--- config.mk ---
export PLATFORM = sky130hd
export DESIGN_NAME = floating_point_multiplier
export DESIGN_NICKNAME = d
export VERILOG_FILES = /design/src/rtl/fp32_pkg.sv /design/src/rtl/fp32_normalize_round.sv /design/src/rtl/floating_point_multiplier.sv
export SDC_FILE = /design/constraint.sdc
export NUM_CORES = 2
export LEC_CHECK = 0
export ABC_AREA = 1
export CORE_MARGIN = 3
export CORE_UTILIZATION = 58
export CTS_BUF_LIST = sky130_fd_sc_hd__clkbuf_4
export DETAILED_ROUTE_END_ITERATION = 12
export GPL_TIMING_DRIVEN = 0
export PLACE_DENSITY = 0.72
export SYNTH_ARGS = -nofsm -noshare
export SYNTH_HDL_FRONTEND = slang
export SYNTH_SLANG_ARGS = --single-unit
--- constraint.sdc ---
create_clock -name clk -period 1 [get_ports clk]
set_input_delay 0.2 -clock clk [delete_from_list [all_inputs] [get_ports clk]]
set_output_delay 0.2 -clock clk [all_outputs]
set_load 0.01 [all_outputs]
--- src/rtl/fp32_pkg.sv ---
// Shared binary32 definitions for the FP datapath leaves.
package fp32_pkg;

  localparam int EXP_W   = 8;
  localparam int MAN_W   = 23;
  localparam int BIAS    = 127;
  localparam int EXP_MAX = 255;
  localparam logic [31:0] QNAN = 32'h7FC0_0000;

  typedef enum logic [1:0] {ZERO, NORM, INF, NAN} fp_class_e;

  typedef struct packed {
    logic             sign;
    logic [EXP_W-1:0] exp;
    logic [MAN_W-1:0] frac;
  } fp32_t;

  function automatic fp32_t unpack(input logic [31:0] v);
    fp32_t f;
    f.sign = v[31];
    f.exp  = v[30:23];
    f.frac = v[22:0];
    return f;
  endfunction

  // Denormals share exp=0 with zero and are therefore flushed.
  function automatic fp_class_e classify(input fp32_t f);
    if (f.exp == '0)
      return ZERO;
    else if (f.exp == EXP_W'(EXP_MAX))
      return (f.frac == '0) ? INF : NAN;
    else
      return NORM;
  endfunction

endpackage

--- src/rtl/fp32_normalize_round.sv ---
// Combinational normalise + round-to-nearest-even for a 48b mantissa product.
module fp32_normalize_round
  import fp32_pkg::*;
(
  input  logic [47:0]       prod,
  input  logic signed [9:0] exp_in,
  output logic [EXP_W-1:0]  exp_out,
  output logic [MAN_W-1:0]  frac_out,
  output logic              ovf,
  output logic              unf
);

  localparam logic signed [9:0] EXP_LIMIT = 10'sd255;

  logic [23:0]       mant;
  logic              guard;
  logic              sticky;
  logic              round_up;
  logic [24:0]       rnd;
  logic signed [9:0] exp_n;
  logic signed [9:0] exp_f;

  // Select the leading 24 bits, guard and sticky depending on where the product's leading one sits.
  always_comb begin
    if (prod[47]) begin
      mant   = prod[47:24];
      guard  = prod[23];
      sticky = |prod[22:0];
      exp_n  = exp_in + 10'sd1;
    end else begin
      mant   = prod[46:23];
      guard  = prod[22];
      sticky = |prod[21:0];
      exp_n  = exp_in;
    end
    round_up = guard & (sticky | mant[0]);
    rnd      = {1'b0, mant} + 25'(round_up);
    // A carry out of rounding means the mantissa became exactly 2.0; rnd[23:1] is then zero.
    if (rnd[24]) begin
      exp_f    = exp_n + 10'sd1;
      frac_out = rnd[23:1];
    end else begin
      exp_f    = exp_n;
      frac_out = rnd[22:0];
    end
    exp_out = exp_f[7:0];
    ovf     = (exp_f >= EXP_LIMIT);
    unf     = (exp_f <= 10'sd0);
  end

endmodule

--- src/rtl/floating_point_multiplier.sv ---
// binary32 multiplier with one registered output stage and an overflow flag.
module floating_point_multiplier
  import fp32_pkg::*;
(
  input  logic        clk,
  input  logic        rst,
  input  logic [31:0] a,
  input  logic [31:0] b,
  output logic [31:0] result,
  output logic        overflow
);

  fp32_t             fa, fb;
  fp_class_e         ca, cb;
  logic              sign;
  logic signed [9:0] exp_sum;
  logic [47:0]       prod;
  logic [EXP_W-1:0]  nr_exp;
  logic [MAN_W-1:0]  nr_frac;
  logic              nr_ovf;
  logic              nr_unf;
  logic [31:0]       result_n;
  logic              overflow_n;

  // Unpack, classify, add exponents and multiply the implicit-one mantissas.
  always_comb begin
    fa      = unpack(a);
    fb      = unpack(b);
    ca      = classify(fa);
    cb      = classify(fb);
    sign    = fa.sign ^ fb.sign;
    exp_sum = $signed({2'b00, fa.exp}) + $signed({2'b00, fb.exp}) - $signed(10'(BIAS));
    prod    = {1'b1, fa.frac} * {1'b1, fb.frac};
  end

  fp32_normalize_round u_norm (
    .prod     (prod),
    .exp_in   (exp_sum),
    .exp_out  (nr_exp),
    .frac_out (nr_frac),
    .ovf      (nr_ovf),
    .unf      (nr_unf)
  );

  // Special cases override the normal path in priority order NaN, inf, zero.
  always_comb begin
    result_n   = {sign, nr_exp, nr_frac};
    overflow_n = 1'b0;
    if (ca == NAN || cb == NAN || (ca == ZERO && cb == INF) || (ca == INF && cb == ZERO)) begin
      result_n = QNAN;
    end else if (ca == INF || cb == INF) begin
      result_n = {sign, 8'hFF, 23'h0};
    end else if (ca == ZERO || cb == ZERO) begin
      result_n = {sign, 31'h0};
    end else if (nr_ovf) begin
      result_n   = {sign, 8'hFF, 23'h0};
      overflow_n = 1'b1;
    end else if (nr_unf) begin
      result_n = {sign, 31'h0};
    end
  end

  // Output register; overflow is recomputed each cycle.
  always_ff @(posedge clk or posedge rst) begin
    if (rst) begin
      result   <= 32'h0000_0000;
      overflow <= 1'b0;
    end else begin
      result   <= result_n;
      overflow <= overflow_n;
    end
  end

endmodule

[After elaboration in Yosys (flattened, before gate mapping)]
Index checks and enable logic that the tools add are counted.
Storage, ports and cells
  register bits after elaboration: 33
  input port bits: 66
  output and inout bits: 33
  word-level logic and storage cells: 55
Cells by class
  add/sub/neg operators: 5
  multipliers: 1
  order comparisons: 2
  equal/unequal tests: 6
  mux-type cells: 21
  bitwise logic cells: 3
  reduce and logical (&&, ||, !) cells: 15
Operator list (number)
  $mux 31: 4
  $mul 24x24->48: 1
  $logic_not 23->1: 2
  $mux 32: 1
  $add 24x1->25: 1
  $mux 24: 1
  $mux 23: 1
  $reduce_or 23->1: 1
  $reduce_or 22->1: 1
  $add 10x2->10 const B: 2
  $mux 10: 2
  $eq 8x8->1 const B: 2
  $logic_not 8->1: 2
  $ge 10x9->1 const B: 1
  $le 10x1->1 const B: 1
  $sub 9x7->10 const B: 1
  $add 8x8->9: 1
  $eq 2x2->1 const B: 4
  $mux 1: 8
  $mux 2: 4
  $logic_or 1x1->1: 5
  $logic_not 2->1: 2
  $logic_and 1x1->1: 2
  $and 1x1->1: 1
  other kinds (2): 2

[Longest topological paths before layout]
  depth in word-level cells: 13
  gate-level depth with buffers: 54
  mapped depth without buffers: 48

[By module]
A second synthesis with hierarchy kept.
Unflattened totals
  cells, all modules: 3497
  area total of the unflattened synthesis: 24247.0 um^2
Modules (own cells, without submodules)
  floating_point_multiplier: times used 1, cells an instance 3096, area an instance 22347.7 um^2, seq. area each 825.8 um^2
  fp32_normalize_round: times used 1, cells an instance 401, area an instance 1899.3 um^2, seq. area each 0.0 um^2

[Worst setup path after synthesis]
Ideal clock, no wire load.
  kind: input to register
  from: input b[3]
  to: register result[15]
  setup time: 0.069 ns
  arrival: 8.153 ns
  required time: 0.931 ns
  slack: -7.222 ns
  cell stages on the path: 52
  path buffers: 6
  path through: clkbuf_1 > clkbuf_1 > nand2_1 > fa_1 > inv_1 > fa_1 > inv_1 > fa_1 > inv_1 > fa_1 > inv_1 > fa_1 > inv_1 > fa_1 > inv_1 > fa_1 > inv_1 > ha_1 > [... 16 more ...] > nand2_1 > inv_1 > ha_1 > nand3_1 > nor2_1 > nand2_2 > nor2_4 > nand3_2 > nand2_1 > nand2_1 > nand2_1 > nor2_2 > nand3_4 > nand2_2 > inv_2 > nand3_4 > buf_12 > nor2_4
On the way
  word-level cells in the longest chain between the ends: 13
  elaborated cells between the ends (all ways): 34
  those cells by class: 2 x add/sub; 1 x mul; 2 x order compare; 2 x eq/ne; 14 x mux; 2 x bitwise; 11 x reduce/logical
Ends and longest elaborated chain
  start: declaration: RTL line floating_point_multiplier.sv:8  | input logic [31:0] b,
  $mul 24x24->48: RTL line floating_point_multiplier.sv:33  | prod = {1'b1, fa.frac} * {1'b1, fb.frac};
  $reduce_or 23->1 or $reduce_or 22->1 (tied branches): RTL line fp32_normalize_round.sv:28, fp32_normalize_round.sv:33
  $mux 1: RTL line fp32_normalize_round.sv:25  | if (prod[47]) begin
  $or 1x1->1: RTL line fp32_normalize_round.sv:36  | round_up = guard & (sticky | mant[0]);
  $and 1x1->1: RTL line fp32_normalize_round.sv:36
  $add 24x1->25: RTL line fp32_normalize_round.sv:37  | rnd = {1'b0, mant} + 25'(round_up);
  $mux 10: RTL line fp32_normalize_round.sv:39  | if (rnd[24]) begin
  $le 10x1->1: RTL line fp32_normalize_round.sv:48  | unf = (exp_f <= 10'sd0);
  $mux 31: RTL line floating_point_multiplier.sv:58  | end else if (nr_unf) begin
  $mux 31: RTL line floating_point_multiplier.sv:55  | end else if (nr_ovf) begin
  $mux 31: RTL line floating_point_multiplier.sv:53  | end else if (ca == ZERO || cb == ZERO) begin
  $mux 31: RTL line floating_point_multiplier.sv:51  | end else if (ca == INF || cb == INF) begin
  $mux 32 *: RTL line floating_point_multiplier.sv:49  | if (ca == NAN || cb == NAN || (ca == ZERO && cb == INF) || (ca == INF && cb == ZERO)) begin
  net result_n[15]: RTL line floating_point_multiplier.sv:22  | logic [31:0] result_n;
  end signal: assignment: RTL line floating_point_multiplier.sv:69  | result <= result_n;
  end: declaration: RTL line floating_point_multiplier.sv:9  | output logic [31:0] result,
Mark *: on every way through the listed nets, which the timed path passes. The rest lies on a longest branch.

[Worst setup path in the final report]
  from: input a[16]
  to: register result[15]
On the way
  word-level cells in the longest chain between the ends: 13
  elaborated cells between the ends (all ways): 34
  those cells by class: 2 x add/sub; 1 x mul; 2 x order compare; 2 x eq/ne; 14 x mux; 2 x bitwise; 11 x reduce/logical
Ends and longest elaborated chain
  start: declaration: RTL line floating_point_multiplier.sv:7  | input logic [31:0] a,
  $mul 24x24->48: RTL line floating_point_multiplier.sv:33
  $reduce_or 23->1 or $reduce_or 22->1 (tied branches): RTL line fp32_normalize_round.sv:28, fp32_normalize_round.sv:33
  $mux 1: RTL line fp32_normalize_round.sv:25
  $or 1x1->1: RTL line fp32_normalize_round.sv:36
  $and 1x1->1: RTL line fp32_normalize_round.sv:36
  $add 24x1->25: RTL line fp32_normalize_round.sv:37
  $mux 10: RTL line fp32_normalize_round.sv:39
  $le 10x1->1: RTL line fp32_normalize_round.sv:48
  $mux 31: RTL line floating_point_multiplier.sv:58
  $mux 31: RTL line floating_point_multiplier.sv:55
  $mux 31: RTL line floating_point_multiplier.sv:53
  $mux 31: RTL line floating_point_multiplier.sv:51
  $mux 32 *: RTL line floating_point_multiplier.sv:49
  net result_n[15]: RTL line floating_point_multiplier.sv:22
Marks and branches as above.

==> results.toml <==
[placement]
port_buffers = 90
detailed_place_hpwl_mm = 72.7
dpl_cell_area_um2 = 27200
gp_congestion = 1.03

[floorplan]
core_area_um2 = 42400
num_rows = 75
die-area_um2 = 45900
fp.dieW_um = 214
start_util_pct = 59.3
io_pins = 99
die_y_um = 214

[grt]
grt_max_degree = 34
grt_pass1_vias = 24700
use_met1_pct = 51.8
met3_usage_pct = 8.71
grt_overflow = 0
grt_most_used_layer = "met2"
antenna_found_initial = 0
track_usage_pct = 39.6
grt_pass1_wl_mm = 141
gr-usage-met2_pct = 63.6

[clock_tree]
htreeDepth = 2
cts_tree = "done"
clkTransAtPathRegs_ns = 0.10
cts_sinks = 33
cts_root_buf = "clkbuf_4"
cts_made_buffers = 5
cts_buffer_depth = 2

[final_layout]
final_nets = 4648
syn_to_final_growth_pct = 22.1
finalInstanceArea_um2 = 30700
drive_gt1_share_pct = 15.5
diodes = 0

[sta]
period_minus_slack_ns = 8.05
final_max_slew_viol_count = 0
setup_viol = 66
tightest_slew_ns = 1.08
layout_setup_ws_ns = -7.05
finalHoldViolCount = 0
slew_headroom_pct = 27.8
rsz0062_at_grt = "true"
fmax_ghz = 0.124
finalCritPeriodShare_pct = 805

[detailed_routing]
ant_nets = 0
drt-pass1-iter-count = 7
via_per_inst = 5.41
wl_mm = 91.3
routed-via-count = 24300
drc = 0
wl_per_cell_um = 20.3
drt-initial-drc-count = 2526

[logic_synthesis]
synthCells = 3643
synth_warnings = 0
synth_nets = 4383
syn_area_per_cell_um2 = 6.90
synth_top_flop_cell = "dfrtp_1"
ys_seq_elements = 33
synth_edf_count = 0
ys_types = 52
ys_async_sr_fraction_pct = 100
ys_seq_area_share_pct = 3.28
synth_area_um2 = 25100

[setup_path]
crit_top_cell = "nand2_1"
worst_path_dominant_cell_family = "adder cells"
required_ns = 1.26
crit_arrival_ns = 8.31
cp_max_fo = 8
crit_path_end_kind = "register"
endpoint = "result[15]$_DFF_PP0_"
start_kind = "primary input"
worst-path-buf-inv = 14
cp_num_cells = 46
worst_path_max_delay_cell = "fa_1"
cpPeakStageDelay_ns = 0.57
cp-startpoint = "a[16]"
critPathKind = "primary input to register"

[job]
maxCapViolations = 0

[hold_path]
hold_path_class = "primary input to async pin"

[outcome]
violations = "negative setup slack"
status = "finished with violations"
-- area by class of cell --
| class | instances | area, um2 |
|---|---|---|
| Tap cell | 577 | 722 |
| Inverter | 1099 | 4130 |
| Clock inverter | 2 | 33.8 |
| Clock buffer | 6 | 45.0 |
| Sequential cell | 33 | 826 |
| Buffer | 116 | 2090 |
| Multi-Input combinational cell | 2395 | 20500 |
| Timing Repair Buffer | 258 | 2400 |
| Fill cell | 3398 | 11700 |
-- cells in the final DEF, fill, tap and decap left out, types with 6 or more instances in the layout --
cell type | Yosys | routed
nand2_4 | 1 | 20
buf_6 | 9 | 45
ha_4 | 0 | 18
xor2_1 | 31 | 30
dfrtp_1 | 33 | 33
o21ai_1 | 6 | 6
nand3_1 | 115 | 110
clkdlybuf4s50_1 | 0 | 12
xnor2_1 | 10 | 8
nor2_2 | 14 | 14
nor2_1 | 122 | 111
nor2_4 | 29 | 40
clkbuf_8 | 0 | 26
nand2_2 | 21 | 45
buf_12 | 2 | 22
inv_2 | 9 | 36
nand4_1 | 38 | 38
clkbuf_16 | 0 | 45
nor3_1 | 10 | 9
inv_1 | 1086 | 1057
fa_1 | 483 | 461
buf_4 | 3 | 157
o21ai_0 | 13 | 9
nor4_1 | 17 | 14
clkbuf_4 | 0 | 9
buf_2 | 1 | 20
ha_1 | 191 | 171
nand3_4 | 2 | 8
fa_2 | 0 | 22
buf_8 | 0 | 31
nand2_1 | 1202 | 1159
a21oi_1 | 41 | 38
-- routing by layer --
| layer | wire length (um) | vias to the layer above |
|---|---|---|
| met2 | 41000 | 1431 |
| li1 | - | 10800 |
| met4 | 5600 | 0 |
| met5 | 0 | - |
| met1 | 33900 | 11600 |
| met3 | 10900 | 372 |
-- cell usage after synthesis (21+ instances only) --
| cell type | instances | share of area (%) |
|---|---|---|
| inv_1 | 1086 | 16 |
| fa_1 | 483 | 38 |
| nand2_1 | 1202 | 18 |
| nand3_1 | 115 | 2.3 |
| clkbuf_1 | 101 | 1.5 |
| nor2_4 | 29 | 1.3 |
| a21oi_1 | 41 | 0.82 |
| nand4_1 | 38 | 0.95 |
| nand2_2 | 21 | 0.52 |
| ha_1 | 191 | 9.5 |
| dfrtp_1 | 33 | 3.3 |
| nor2_1 | 122 | 1.8 |
| xor2_1 | 31 | 1.1 |
-- timing repair --
item | in CTS | in global routing
setup endpoints to repair | 99 | 66
setup buffers | 113 | 49
hold buffers | 0 | 0
pin swaps | 76 | 97
gates resized for setup | 749 | 163
cloned | 7 | 2
-- sequential cells by signal, indices dropped and copies added, names as in the netlist --
| signal | flops |
|---|---|
| overflow | 1 |
| result | 32 |
-- through the flow --
stage	cells	setup TNS (ns)	hold WS, ns	setup slack (ns)	utilization [%]
4_1_cts	4438	-219.33	0.322	-6.84	70.3
5_1_grt	4486	-234.04	0.385	-7.28	72.4
6_report	4486	-225.38	0.300	-7.05	72.4
3_5_place_dp	4310	-308.81	0.843	-8.99	64.1
2_1_floorplan	3643	-214.87	0.329	-6.78	-
3_3_place_gp	4310	-303.82	0.836	-8.90	64.1
-- how the worst min path moves through the flow --
stage                     start                   end
after global placement      rst  result[31]$_DFF_PP0_
after floorplan             rst    overflow$_DFF_PP0_
after CTS                   rst   result[3]$_DFF_PP0_
after detailed placement  a[31]  result[31]$_DFF_PP0_
after global routing        rst  result[10]$_DFF_PP0_
final                       rst  result[10]$_DFF_PP0_
-- logic make-up after synthesis --
| logic type | share of synthesized area (%) |
|---|---|
| xor+xnor | 1.43 |
| buf+inv | 18.6 |
| flops | 3.28 |
| compound gates | 2.07 |
| fa+ha+maj | 48.0 |
| simple gates | 26.7 |
Power is left out: the tool's default activity adds up to more than one toggle a clock period on the data nets, which glitch-free logic cannot reach.
